`config.mk`:
```
export PLATFORM = sky130hd
export DESIGN_NAME = seq_divider_ctrl
export DESIGN_NICKNAME = d
export VERILOG_FILES = /design/src/rtl/divider_pkg.sv /design/src/rtl/AdderSubtractor.sv /design/src/rtl/seq_divider_ctrl.sv
export SDC_FILE = /design/constraint.sdc
export NUM_CORES = 1
export LEC_CHECK = 0
export ABC_AREA = 0
export BUFFER_PORTS_ARGS = -buffer_cell sky130_fd_sc_hd__buf_4
export CAP_MARGIN = 20
export CORE_UTILIZATION = 54
export DETAILED_ROUTE_END_ITERATION = 8
export GPL_TIMING_DRIVEN = 0
export PLACE_DENSITY = 0.89
export SLEW_MARGIN = 20
export SYNTH_ARGS = -nofsm -noshare
export SYNTH_HDL_FRONTEND = slang
export SYNTH_SLANG_ARGS = --single-unit
```
`constraint.sdc`:
```
create_clock -name CLK -period 3.1 [get_ports CLK]
set_input_delay 0.31 -clock CLK [delete_from_list [all_inputs] [get_ports CLK]]
set_output_delay 0.31 -clock CLK [all_outputs]
set_load 0.01 [all_outputs]
```
`src/rtl/divider_pkg.sv`:
```
// Shared types and constants for the 4-bit sequential restoring divider.
package divider_pkg;

  localparam int DIV_W    = 4;
  localparam int DIV_ITER = 4;

  localparam logic [DIV_W-1:0] DIV_ZERO_QUO = 4'hF;
  localparam logic [1:0]       CNT_LAST     = 2'd3;

  typedef enum logic [1:0] {
    ST_IDLE = 2'd0,
    ST_RUN  = 2'd1,
    ST_DONE = 2'd2
  } state_e;

  // A trial subtract succeeds when the shifted-out bit already exceeds D or no borrow occurred.
  function automatic logic trial_ok(input logic s_msb, input logic no_borrow);
    return s_msb | no_borrow;
  endfunction

endpackage

```
`src/rtl/AdderSubtractor.sv`:
```
// 4-bit ripple adder/subtractor: AS=1 computes In1-In2 with Cout=1 meaning no borrow.
module AdderSubtractor (
  input  logic [3:0] In1,
  input  logic [3:0] In2,
  input  logic       AS,
  output logic [3:0] Result,
  output logic       Cout
);

  logic [4:0] carry_s;
  logic [3:0] in2_x_s;

  assign in2_x_s    = In2 ^ {4{AS}};
  assign carry_s[0] = AS;

  for (genvar i = 0; i < 4; i++) begin : g_fa
    assign Result[i]    = In1[i] ^ in2_x_s[i] ^ carry_s[i];
    assign carry_s[i+1] = (In1[i] & in2_x_s[i]) | (carry_s[i] & (In1[i] ^ in2_x_s[i]));
  end

  assign Cout = carry_s[4];

endmodule

```
`src/rtl/seq_divider_ctrl.sv`:
```
// Sequential 4-bit restoring divider: one trial subtract per clock through a shared AdderSubtractor.
module seq_divider_ctrl
  import divider_pkg::*;
(
  input  logic             CLK,
  input  logic             RST_N,
  input  logic             START,
  input  logic [DIV_W-1:0] DIVIDEND,
  input  logic [DIV_W-1:0] DIVISOR,
  output logic             BUSY,
  output logic             DONE,
  output logic [DIV_W-1:0] QUOTIENT,
  output logic [DIV_W-1:0] REMAINDER,
  output logic             DIV_ZERO
);

  state_e           state_q;
  logic [1:0]       cnt_q;
  logic [DIV_W-1:0] r_q, q_q, d_q;
  logic [DIV_W-1:0] r_d, q_d;
  logic [DIV_W-1:0] quo_q, rem_q;
  logic             dz_q, busy_q, done_q;

  logic [DIV_W:0]   shift_s;
  logic [DIV_W-1:0] diff_s;
  logic             cout_s;
  logic             ok_s;

  assign shift_s = {r_q, q_q[DIV_W-1]};

  AdderSubtractor u_addsub (
    .In1    (shift_s[DIV_W-1:0]),
    .In2    (d_q),
    .AS     (1'b1),
    .Result (diff_s),
    .Cout   (cout_s)
  );

  assign ok_s = trial_ok(shift_s[DIV_W], cout_s);

  // Restore mux: keep the difference on success, otherwise the plain shifted remainder.
  always_comb begin
    r_d = shift_s[DIV_W-1:0];
    q_d = {q_q[DIV_W-2:0], ok_s};
    if (ok_s) begin
      r_d = diff_s;
    end else begin
      r_d = shift_s[DIV_W-1:0];
    end
  end

  // Control FSM with iteration counter, working registers and registered results.
  always_ff @(posedge CLK or negedge RST_N) begin
    if (!RST_N) begin
      state_q <= ST_IDLE;
      cnt_q   <= 2'd0;
      r_q     <= '0;
      q_q     <= '0;
      d_q     <= '0;
      quo_q   <= '0;
      rem_q   <= '0;
      dz_q    <= 1'b0;
      busy_q  <= 1'b0;
      done_q  <= 1'b0;
    end else begin
      case (state_q)
        ST_IDLE, ST_DONE: begin
          if (START) begin
            r_q   <= '0;
            q_q   <= DIVIDEND;
            d_q   <= DIVISOR;
            cnt_q <= 2'd0;
            if (DIVISOR != '0) begin
              state_q <= ST_RUN;
              busy_q  <= 1'b1;
              done_q  <= 1'b0;
            end else begin
              // Divide by zero bypasses the datapath entirely.
              state_q <= ST_DONE;
              busy_q  <= 1'b0;
              done_q  <= 1'b1;
              quo_q   <= DIV_ZERO_QUO;
              rem_q   <= DIVIDEND;
              dz_q    <= 1'b1;
            end
          end else begin
            state_q <= ST_IDLE;
            busy_q  <= 1'b0;
            done_q  <= 1'b0;
          end
        end
        ST_RUN: begin
          r_q   <= r_d;
          q_q   <= q_d;
          cnt_q <= cnt_q + 2'd1;
          if (cnt_q == CNT_LAST) begin
            state_q <= ST_DONE;
            busy_q  <= 1'b0;
            done_q  <= 1'b1;
            quo_q   <= q_d;
            rem_q   <= r_d;
            dz_q    <= 1'b0;
          end else begin
            state_q <= ST_RUN;
            busy_q  <= 1'b1;
            done_q  <= 1'b0;
          end
        end
        default: begin
          state_q <= ST_IDLE;
          cnt_q   <= 2'd0;
          busy_q  <= 1'b0;
          done_q  <= 1'b0;
        end
      endcase
    end
  end

  assign BUSY      = busy_q;
  assign DONE      = done_q;
  assign QUOTIENT  = quo_q;
  assign REMAINDER = rem_q;
  assign DIV_ZERO  = dz_q;

endmodule

```
Yosys cells after proc, flatten, opt, wreduce, memory -nomap -nowiden. Cells that the tools add are included.

Register bits: 27. Output and inout port bits: 11. Logic and storage cells: 76. Input port bits: 11.

Eq/ne operators: 6. $add $sub $neg: 1. Multiplexer cells: 31. Reductions and logical operators: 7. Bitwise logic cells: 21.

Operators by type and width (number): $mux 4 (9); $pmux 4 s2 (4); $mux 1 (9); $mux 2 (4); $pmux 2 s2 (2); $and 1x1->1 (7); $xor 1x1->1 (7); $ne 2x2->1 const B (3); $pmux 1 s2 (3); $or 1x1->1 (5); $eq 2x2->1 const B (2); $not 4->4 (1); $reduce_and 2->1 (2); $reduce_and 4->1 (1); $reduce_bool 4->1 (1); $add 2x1->2 const B (1); $eq 2x1->1 const B (1); $logic_not 2->1 (1); $reduce_bool 2->1 (1); $reduce_or 2->1 (1); $not 1->1 (1).

Depth between registers and ports, before layout. Gate-level depths: netlist (run 1).

Depth after elaboration: 13. Mapped depth: 11. Mapped depth without buffers: 10.

Modules after synthesis. Synthesis (run 1) repeated with hierarchy kept, for this count alone.

Cells, all modules: 132. Area total of the unflattened synthesis: 1346.3 um^2.

Modules (own cells, without submodules): seq_divider_ctrl (instances 1, area an instance 1224.9 um^2, sequential area each 625.6 um^2, cells each 120); AdderSubtractor (instances 1, area an instance 121.4 um^2, sequential area each 0.0 um^2, cells each 12).

Worst setup path before layout (run 1). Ideal clock, no wire load.

Path kind: register to register. Start: register q_q[3]. End: register rem_q[0], in the netlist REMAINDER[0]. Path slack: 766 ps. Library setup time: 123 ps. Data arrival time: 2211 ps. Clock period less this slack: 2334 ps. Path buffers: 1. Data required time: 2977 ps. Stages on the path, launching flop included: 12. Path through: dfrtp_1 -> inv_1 -> ha_1 -> inv_1 -> fa_1 -> inv_1 -> fa_1 -> fa_1 -> nor2b_1 -> buf_1 -> mux2i_1 -> o221a_2.

Word-level cells in the longest chain between the ends: 12. Elaborated cells on any way between the ends: 14. Classes of those cells: mux (3); bitwise (11).

RTL lines: from (decl) (line seq_divider_ctrl.sv:19) `logic [DIV_W-1:0] r_q, q_q, d_q;`; from (signal assigned) (line seq_divider_ctrl.sv:94) `q_q <= q_d;`; $and 1x1->1 or $xor 1x1->1 (tied branches) (line AdderSubtractor.sv:18, AdderSubtractor.sv:17); $or 1x1->1 (line AdderSubtractor.sv:18) `assign carry_s[i+1] = (In1[i] & in2_x_s[i]) | (carry_s[i] & (In1[i] ^ in2_x_s[i]));`; $and 1x1->1 (line AdderSubtractor.sv:18); $or 1x1->1 (line AdderSubtractor.sv:18); $and 1x1->1 (line AdderSubtractor.sv:18); $or 1x1->1 (line AdderSubtractor.sv:18); $and 1x1->1 (line AdderSubtractor.sv:18); $or 1x1->1 (line AdderSubtractor.sv:18); $or 1x1->1 (line divider_pkg.sv:18) `return s_msb | no_borrow;`; $mux 4 (*) (line seq_divider_ctrl.sv:45) `if (ok_s) begin`; $mux 4 (*) (line seq_divider_ctrl.sv:96) `if (cnt_q == CNT_LAST) begin`; $pmux 4 s2 (*) (line seq_divider_ctrl.sv:66) `case (state_q)`; to (signal assigned) (line seq_divider_ctrl.sv:101) `rem_q <= r_d;`; to (decl) (line seq_divider_ctrl.sv:21) `logic [DIV_W-1:0] quo_q, rem_q;`.

Every way passes the cells marked *; elsewhere a longest branch is shown, timed or not. The select of a mux whose other input is x is not followed. A chain may end at the register's enable or synchronous reset.

Worst setup path after layout (run 1). Same ends and word-level chain as after synthesis.

==> impl_metrics.py, run 1 <==
metrics = {
    "grt": {
        "grt_overflow_total": 0,
        "grt_max_degree": 26,
        "grt_use_total_pct": 24.5,
        "grt_pass1_vias": 960,
        "antenna_found_initial": 0,
        "grt_pass1_wl_mm": 4.49,
    },
    "clock_network": {
        "clk_latency_ns": 0.32,
        "htreeDepth": 1,
        "ctsResizeCount": 0,
        "clkTransAtPathRegs_ns": 0.14,
        "cts_root_buf": "clkbuf_4",
        "cts_tree": "yes",
        "cts.sinks": 25,
        "clk_path_buf_depth": 2,
        "postCtsSetupBuffers": 0,
        "cts-buffers-inserted": 3,
    },
    "worst_setup_path": {
        "arrival_ns": 2.88,
        "slowest_stage": "dfrtp_1",
        "crit_family": "adder cells",
        "path_cells": "inv_1, ha_1, inv_1, fa_1, inv_1, fa_1, fa_1, nor2b_1, buf_1, mux2i_1, o221a_2",
        "start_kind": "flop",
        "endpoint_kind": "flop",
        "max_stage_delay_ns": 0.40,
        "path_buf_inv": 4,
        "crit_required_ns": 3.36,
        "crit_fanout": 6,
        "path_class": "flop to flop",
    },
    "routing": {
        "vias": 953,
        "drc": 0,
        "antenna_left": 0,
        "first_pass_iters": 4,
        "drt-vias-per-instance": 5.74,
        "first_iter_violations": 46,
        "routedWlPerCell_um": 15.8,
        "routed_wl_mm": 2.63,
    },
    "floorplan": {
        "start_util_pct": 59.7,
        "num_rows": 16,
        "core_area_um2": 2040,
        "die_x_um": 49.5,
        "dieArea_um2": 2450,
        "ios": 22,
        "die_y_um": 49.5,
    },
    "logic_synthesis": {
        "syn-num-nets": 129,
        "ys_types": 29,
        "synth_warnings": 0,
        "ys_seq_area_share_pct": 51.3,
        "yosys.area.top_type": "dfrtp_1",
        "netlist.area_leader.share_pct": 51.3,
        "synthTopCellsByArea": "dfrtp_1 (51%), mux2i_1 (5.7%), fa_1 (4.9%), nand2_1 (3.7%), nor2b_1 (3.6%)",
        "synth.avg_cell_area_um2": 10.8,
        "syn_area_um2": 1220,
        "syn_inst": 113,
        "ys_ff_latch": 25,
    },
    "finish": {
        "final_common_cell": "dfrtp_1",
        "fill_cells": 165,
        "mostFrequentLayoutCells": "dfrtp_1 (25), buf_4 (21), nand2_1 (12)",
        "drive_gt1_share_pct": 22.3,
        "nNetsFinal": 156,
        "final_area_um2": 1450,
        "antenna_cells": 0,
        "syn_to_final_growth_pct": 18.7,
    },
    "placement": {
        "dpl.hpwl_mm": 1.91,
        "portBuffers": 21,
        "placed_cell_area_um2": 1410,
        "place.gp.congestion": 0.819,
    },
    "outcome": {
        "outcome": "finished, final reports clean",
    },
    "sta": {
        "tightest_slew_ns": 0.772,
        "period_needed_ns": 2.62,
        "grt_setup_unrepaired": "false",
        "slew_viol_final": 0,
        "setup_viol": 0,
        "whs_ns": 0.204,
        "fin_tns_setup_ns": 0,
        "fmax_ghz": 0.382,
        "fin_skew_ns": 0.0110,
        "period_share_pct": 84.5,
        "maxSlewHeadroom_pct": 48.1,
        "timing.final.hold_violations": 0,
    },
    "power_and_ir_drop": {
        "p_switching_uw": 611,
        "p_sw_share_pct": 40.3,
        "cellInternalPower_uw": 906,
        "p_leak_nw": 0.654,
        "comb_power_share_pct": 51.9,
        "clockPowerShare_pct": 9.7,
        "ir_drop_mv": 0.796,
        "power_per_cell_area_nw_per_um2": 1050,
        "seqPwrFrac_pct": 38.5,
    },
    "worst_hold_path": {
        "hp-class": "primary input to flop",
    },
    "run": {
        "drv_cap": 0,
    },
}
## final cells by class
class	instances	area [um2]	area share (%)
Sequential cell	25	626	43.3
Multi-Input combinational cell	76	546	37.7
Timing Repair Buffer	22	168	11.6
Tap cell	27	33.8	2.34
Clock buffer	4	26.3	1.82
Buffer	6	25.0	1.73
Inverter	6	22.5	1.56
## registers in the layout, summed over array words and instances, names as in the netlist
| register | flops |
|---|---|
| r_q | 4 |
| REMAINDER | 4 |
| d_q | 4 |
| cnt_q | 2 |
| DONE | 1 |
| DIV_ZERO | 1 |
| q_q | 4 |
| state_q | 1 |
| QUOTIENT | 4 |
## timing repair
action,4_1_cts,5_1_grt
setup endpoints to repair,0,0
hold endpoints to repair,25,0
hold buffers,1,0
## power by group through the flow
stage | clock network, mW | logic (mW) | registers [mW]
floorplan | 0 | 0.511 | 0.596
global placement | 0 | 0.736 | 0.582
detailed placement | 0 | 0.773 | 0.591
CTS | 0.144 | 0.784 | 0.583
global route | 0.161 | 0.872 | 0.603
finish | 0.147 | 0.787 | 0.584
## per-stage QoR
step / setup slack (ns) / power (mW) / std cells / util [%]
2_1_floorplan: 0.766 / 1.11 / 113 / -
3_3_place_gp: 0.617 / 1.32 / 161 / 69.1
3_5_place_dp: 0.560 / 1.36 / 161 / 69.1
4_1_cts: 0.535 / 1.51 / 166 / 70.8
5_1_grt: 0.348 / 1.64 / 166 / 70.8
6_report: 0.481 / 1.52 / 166 / 70.8
## kinds of logic (layout without fill, tap and decap cells)
| family | after synthesis | after routing | synth area share (%) |
|---|---|---|---|
| AO/OA/AOI/OAI | 26 | 26 | 16.2 |
| buffers and inverters | 12 | 38 | 3.90 |
| flip-flops | 25 | 25 | 51.3 |
| AND/OR/NAND/NOR | 38 | 38 | 15.8 |
| adder cells (fa/ha/maj) | 5 | 5 | 6.98 |
| multiplexers | 7 | 7 | 5.75 |
## tightest hold or removal path, delay by kind of cell
kind	cells	cell delay, ns
compound gates	1	0.06
buf+inv	1	0.09
simple gates	1	0.04
## per-layer routing
layer	track usage [%]	vias to the layer above	part of all wire (%)
li1	-	454	-
met1	33.3	463	44
met2	41.6	32	50
met3	2.78	4	4.1
met4	7.14	0	1.1
met5	0	-	0
## synthesized netlist by cell type
master,number
a211oi_1,5
o2bb2ai_1,1
o22ai_1,1
nor3_1,1
mux2i_1,7
or4_4,1
nand3b_1,1
ha_1,2
nor2b_1,7
buf_2,2
o32a_1,1
buf_1,1
a221o_1,1
nand2b_1,2
o21ai_0,2
fa_1,3
a22oi_1,1
inv_1,6
and3b_1,1
a21oi_1,6
nand2_1,12
o221a_2,3
nor4_1,1
or3_1,3
a22o_1,4
dfrtp_1,25
nor2_1,9
o21ai_2,1
clkbuf_1,3
## path summary, 6_finish.rpt
check	start	end	slack, ns	cells past startpoint
setup / recovery	q_q[3]	REMAINDER[0]	0.48	11
hold / removal	DIVISOR[1]	d_q[1]	0.20	3
setup reg to reg	q_q[3]	REMAINDER[0]	0.48	11
hold reg to reg	d_q[0]	d_q[0]	0.51	2
max in group asynchronous	RST_N	r_q[0]	2.45	2
min in group asynchronous	RST_N	QUOTIENT[2]	0.41	2
(Power assumes the default switching activity.)
==> run 2, diff against run 1 <==
==> constraint.sdc (replaced) <==
create_clock -name CLK -period 2.7 [get_ports CLK]
set_input_delay 0.27 -clock CLK [delete_from_list [all_inputs] [get_ports CLK]]
set_output_delay 0.27 -clock CLK [all_outputs]
set_load 0.01 [all_outputs]
==> impl_metrics.py, run 2 (same netlist as run 1, synthesis figures left out) <==
metrics = {
    "clock_network": {
        "clk_path_buf_depth": 2,
        "htreeDepth": 1,
        "cts.sinks": 25,
        "clkTransAtPathRegs_ns": 0.14,
        "cts_tree": "yes",
        "cts-buffers-inserted": 3,
        "clk_latency_ns": 0.32,
        "cts_root_buf": "clkbuf_4",
    },
    "grt": {
        "grt_use_met1_pct": 33.3,
        "grt_use_met2_pct": 41.6,
        "antenna_found_initial": 0,
        "grt_overflow_total": 0,
        "top_usage_layer": "met2",
        "grt_use_total_pct": 24.5,
        "grt_pass1_vias": 960,
        "gr-usage-met3_pct": 2.78,
        "grt_pass1_wl_mm": 4.49,
        "grt_max_degree": 26,
    },
    "floorplan": {
        "start_util_pct": 59.7,
        "num_rows": 16,
        "dieArea_um2": 2450,
        "die_y_um": 49.5,
        "ios": 22,
        "die_x_um": 49.5,
        "core_area_um2": 2040,
    },
    "worst_setup_path": {
        "crit_required_ns": 2.97,
        "crit_fanout": 6,
        "ff2ff_path_depth": 10,
        "startpoint": "q_q[3]",
        "arrival_ns": 2.75,
        "path_class": "flop to flop",
        "start_kind": "flop",
        "r2r_start": "q_q[3]",
        "endpoint_kind": "flop",
    },
    "placement": {
        "dp_slack_ns": 0.160,
        "dpl.hpwl_mm": 1.91,
        "portBuffers": 21,
        "place.gp.congestion": 0.819,
    },
    "sta": {
        "setup_viol": 0,
        "fin_skew_ns": 0.00627,
        "timing.final.hold_violations": 0,
        "final.setup.worst_slack_ns": 0.214,
        "slew_viol_final": 0,
        "period_share_pct": 92.1,
        "grt_setup_unrepaired": "false",
        "fin_tns_setup_ns": 0,
        "tightest_slew_ns": 0.786,
        "period_needed_ns": 2.49,
        "fmax_ghz": 0.402,
        "maxSlewHeadroom_pct": 47.1,
    },
    "run": {
        "drv_cap": 0,
    },
    "routing": {
        "first_iter_violations": 48,
        "routedWlPerCell_um": 16.3,
        "drc": 0,
        "routed_wl_mm": 2.69,
        "drt-vias-per-instance": 5.81,
        "antenna_left": 0,
        "vias": 958,
        "first_pass_iters": 4,
    },
    "power_and_ir_drop": {
        "clockPowerShare_pct": 9.7,
        "p_leak_nw": 0.654,
        "ir_drop_mv": 0.932,
        "comb_power_share_pct": 52.2,
        "p_switching_uw": 714,
        "power_per_cell_area_nw_per_um2": 1220,
        "total_power_mw": 1.77,
        "cellInternalPower_mw": 1.05,
        "seqPwrFrac_pct": 38.1,
        "p_sw_share_pct": 40.4,
    },
    "finish": {
        "antenna_cells": 0,
        "syn_to_final_growth_pct": 18.9,
        "mostFrequentLayoutCells": "dfrtp_1 (25), buf_4 (21), nand2_1 (12)",
        "nNetsFinal": 155,
        "final_common_cell": "dfrtp_1",
        "drive_gt1_share_pct": 23.9,
    },
    "outcome": {
        "outcome": "finished, final reports clean",
    },
    "worst_hold_path": {
        "min_path_cells": 3,
        "hold_start": "DIVISOR[3]",
        "hp-class": "primary input to flop",
    },
}
## run 2: worst paths after layout
path                                end  slack, ns
hold / removal                   d_q[3]       0.16
min in group asynchronous        q_q[1]       0.37
max in group asynchronous        r_q[0]       2.09
hold reg to reg                  d_q[0]       0.52
setup / recovery           REMAINDER[0]       0.21
setup reg to reg           REMAINDER[0]       0.21
## run 2: metal layers
layer,vias to the layer above,wire [um]
li1,448,-
met5,-,0
met4,0,36
met2,42,1320
met1,462,1200
met3,6,135
## run 2: metrics by stage
step	hold WS (ns)	cell area, um2	util, %	std cells
floorplan	-0.0256	1220	-	113
global placement	0.186	1410	69.1	161
detailed placement	0.188	1410	69.1	161
CTS	0.169	1450	70.8	166
global route	0.155	1450	71.0	165
finish	0.161	1450	71.0	165
## run 2: cell type report
type | count | area (um2)
Sequential cell | 25 | 626
Fill cell | 166 | 593
Multi-Input combinational cell | 76 | 552
Timing Repair Buffer | 22 | 168
Tap cell | 27 | 33.8
Clock buffer | 4 | 26.3
Inverter | 6 | 22.5
Buffer | 5 | 21.3
## run 2: critical path: stages, from the launching register on
cell and delay, ns:
dfrtp_1 0.43, inv_1 0.12, ha_1 0.16, inv_1 0.05
fa_1 0.35, inv_1 0.07, fa_1 0.18, fa_1 0.16
nor2b_2 0.37, mux2i_2 0.32, o221a_2 0.22
## run 2: power groups by stage
stage | clock network, mW | registers (mW) | logic, mW
2_1_floorplan | 0 | 0.685 | 0.587
3_3_place_gp | 0 | 0.669 | 0.845
3_5_place_dp | 0 | 0.678 | 0.887
4_1_cts | 0.165 | 0.670 | 0.900
5_1_grt | 0.185 | 0.694 | 1.01
6_report | 0.171 | 0.673 | 0.922
## run 2: what timing repair did
action,CTS,global route
setup endpoints to repair,0,6
buffers inserted,0,0
gates resized for setup,0,2
hold buffers,1,0
hold endpoints to repair,25,0
==> run 3, diff against run 2 <==
--- a/config.mk
+++ b/config.mk
@@ -10,7 +10,9 @@
 export CAP_MARGIN = 20
 export CORE_UTILIZATION = 54
 export DETAILED_ROUTE_END_ITERATION = 8
+export GPL_ROUTABILITY_DRIVEN = 0
 export GPL_TIMING_DRIVEN = 0
+export MAX_ROUTING_LAYER = met4
 export PLACE_DENSITY = 0.89
 export SLEW_MARGIN = 20
 export SYNTH_ARGS = -nofsm -noshare
==> impl_metrics.py, run 3 (same netlist as run 1, synthesis figures left out) <==
metrics = {
    "worst_hold_path": {
        "min_path_cells": 3,
        "hp-class": "primary input to flop",
        "hold_start": "DIVISOR[3]",
        "holdPathEnd": "d_q[3]",
    },
    "grt": {
        "grt_overflow_total": 0,
        "grt_max_degree": 26,
        "grt_use_total_pct": 25.3,
        "grt_pass1_wl_mm": 4.51,
        "grt_pass1_vias": 960,
        "antenna_found_initial": 0,
    },
    "sta": {
        "fmax_ghz": 0.402,
        "fin_tns_setup_ns": 0,
        "timing.final.hold_violations": 0,
        "setup_viol": 0,
        "fin_skew_ns": 0.00636,
        "grt_setup_unrepaired": "false",
        "whs_ns": 0.161,
        "slew_viol_final": 0,
        "period_needed_ns": 2.49,
        "tightest_slew_ns": 0.786,
        "maxSlewHeadroom_pct": 47.1,
        "period_share_pct": 92.1,
    },
    "routing": {
        "routed_wl_mm": 2.69,
        "routedWlPerCell_um": 16.3,
        "first_iter_violations": 49,
        "drc": 0,
        "drt-vias-per-instance": 5.80,
        "antenna_left": 0,
        "first_pass_iters": 4,
        "vias": 957,
    },
    "floorplan": {
        "core_area_um2": 2040,
        "num_rows": 16,
        "die_x_um": 49.5,
        "die_y_um": 49.5,
        "start_util_pct": 59.7,
        "dieArea_um2": 2450,
        "ios": 22,
    },
    "clock_network": {
        "clk_path_buf_depth": 2,
        "clkTransAtPathRegs_ns": 0.14,
        "cts_tree": "yes",
        "htreeDepth": 1,
        "clk_latency_ns": 0.32,
        "cts-buffers-inserted": 3,
        "cts.sinks": 25,
        "cts_root_buf": "clkbuf_4",
    },
    "worst_setup_path": {
        "crit_fanout": 6,
        "ff2ff_path_depth": 10,
        "arrival_ns": 2.75,
        "worst-r2r-setup-slack_ns": 0.21,
        "endpoint_kind": "flop",
        "crit_required_ns": 2.97,
        "r2r_end": "REMAINDER[0]",
        "path_class": "flop to flop",
        "r2r_start": "q_q[3]",
        "start_kind": "flop",
    },
    "run": {
        "drv_cap": 0,
    },
    "placement": {
        "portBuffers": 21,
        "dpl.hpwl_mm": 1.91,
    },
    "power_and_ir_drop": {
        "p_sw_share_pct": 40.5,
        "p_leak_nw": 0.654,
        "cellInternalPower_mw": 1.05,
        "power_per_cell_area_nw_per_um2": 1220,
        "comb_power_share_pct": 52.2,
        "seqPwrFrac_pct": 38.1,
        "ir_drop_mv": 0.932,
        "p_switching_uw": 714,
        "clockPowerShare_pct": 9.7,
    },
    "finish": {
        "syn_to_final_growth_pct": 18.9,
        "mostFrequentLayoutCells": "dfrtp_1 (25), buf_4 (21), nand2_1 (12)",
        "antenna_cells": 0,
        "drive_gt1_share_pct": 23.9,
        "nNetsFinal": 155,
        "final_common_cell": "dfrtp_1",
        "final_util_pct": 71.0,
    },
    "outcome": {
        "outcome": "finished, final reports clean",
    },
}
-- run 3: cell counts in the layout (fill, tap and decap cells not counted) --
Identical to the previous run, type by type.
-- run 3: power groups by stage --
stage               logic, mW  clock network (mW)  registers, mW
detailed placement      0.887                   0          0.678
floorplan               0.587                   0          0.685
finish                  0.923               0.171          0.673
CTS                     0.900               0.165          0.670
global placement        0.845                   0          0.669
global route             1.01               0.185          0.694
-- run 3: critical path: stages, from the launching register on --
cell	delay, ns
dfrtp_1	0.43
inv_1	0.12
ha_1	0.16
inv_1	0.05
fa_1	0.35
inv_1	0.07
fa_1	0.18
fa_1	0.16
nor2b_2	0.37
mux2i_2	0.32
o221a_2	0.22
-- run 3: stage by stage --
stage	power, mW	worst slack [ns]	cell area, um2	cells
5_1_grt	1.89	0.105	1450	165
4_1_cts	1.73	0.135	1450	166
6_report	1.77	0.213	1450	165
3_3_place_gp	1.51	0.217	1410	161
3_5_place_dp	1.57	0.160	1410	161
2_1_floorplan	1.27	0.366	1220	113
-- run 3: worst max-delay path by stage --
stage / start / depth (start not counted) / endpoint
after floorplan: q_q[3] / 11 / REMAINDER[0]
after global placement: q_q[3] / 11 / REMAINDER[0]
after detailed placement: q_q[3] / 11 / REMAINDER[0]
after CTS: q_q[3] / 11 / REMAINDER[0]
after global routing: q_q[3] / 10 / REMAINDER[2]
final: q_q[3] / 10 / REMAINDER[0]
-- run 3: area by class of cell --
cell class | instances | area, um2
flip-flops and latches | 25 | 626
well taps | 27 | 33.8
repair buffers | 22 | 168
clock buffers | 4 | 26.3
multi-input cells | 76 | 552
fillers | 166 | 593
plain buffers | 5 | 21.3
inverters | 6 | 22.5
-- run 3: timing repair --
item | CTS | global route
hold buffers | 1 | 0
resized for setup | 0 | 2
endpoints found under the setup margin | 0 | 6
buffers inserted | 0 | 0
endpoints found under the hold margin | 25 | 0
-- run 3: per-layer routing --
layer | global-route usage [%] | wire length [um]
met5 | - | 0
met4 | 7.14 | 36
met3 | 2.78 | 136
met2 | 41.6 | 1310
met1 | 33.5 | 1210
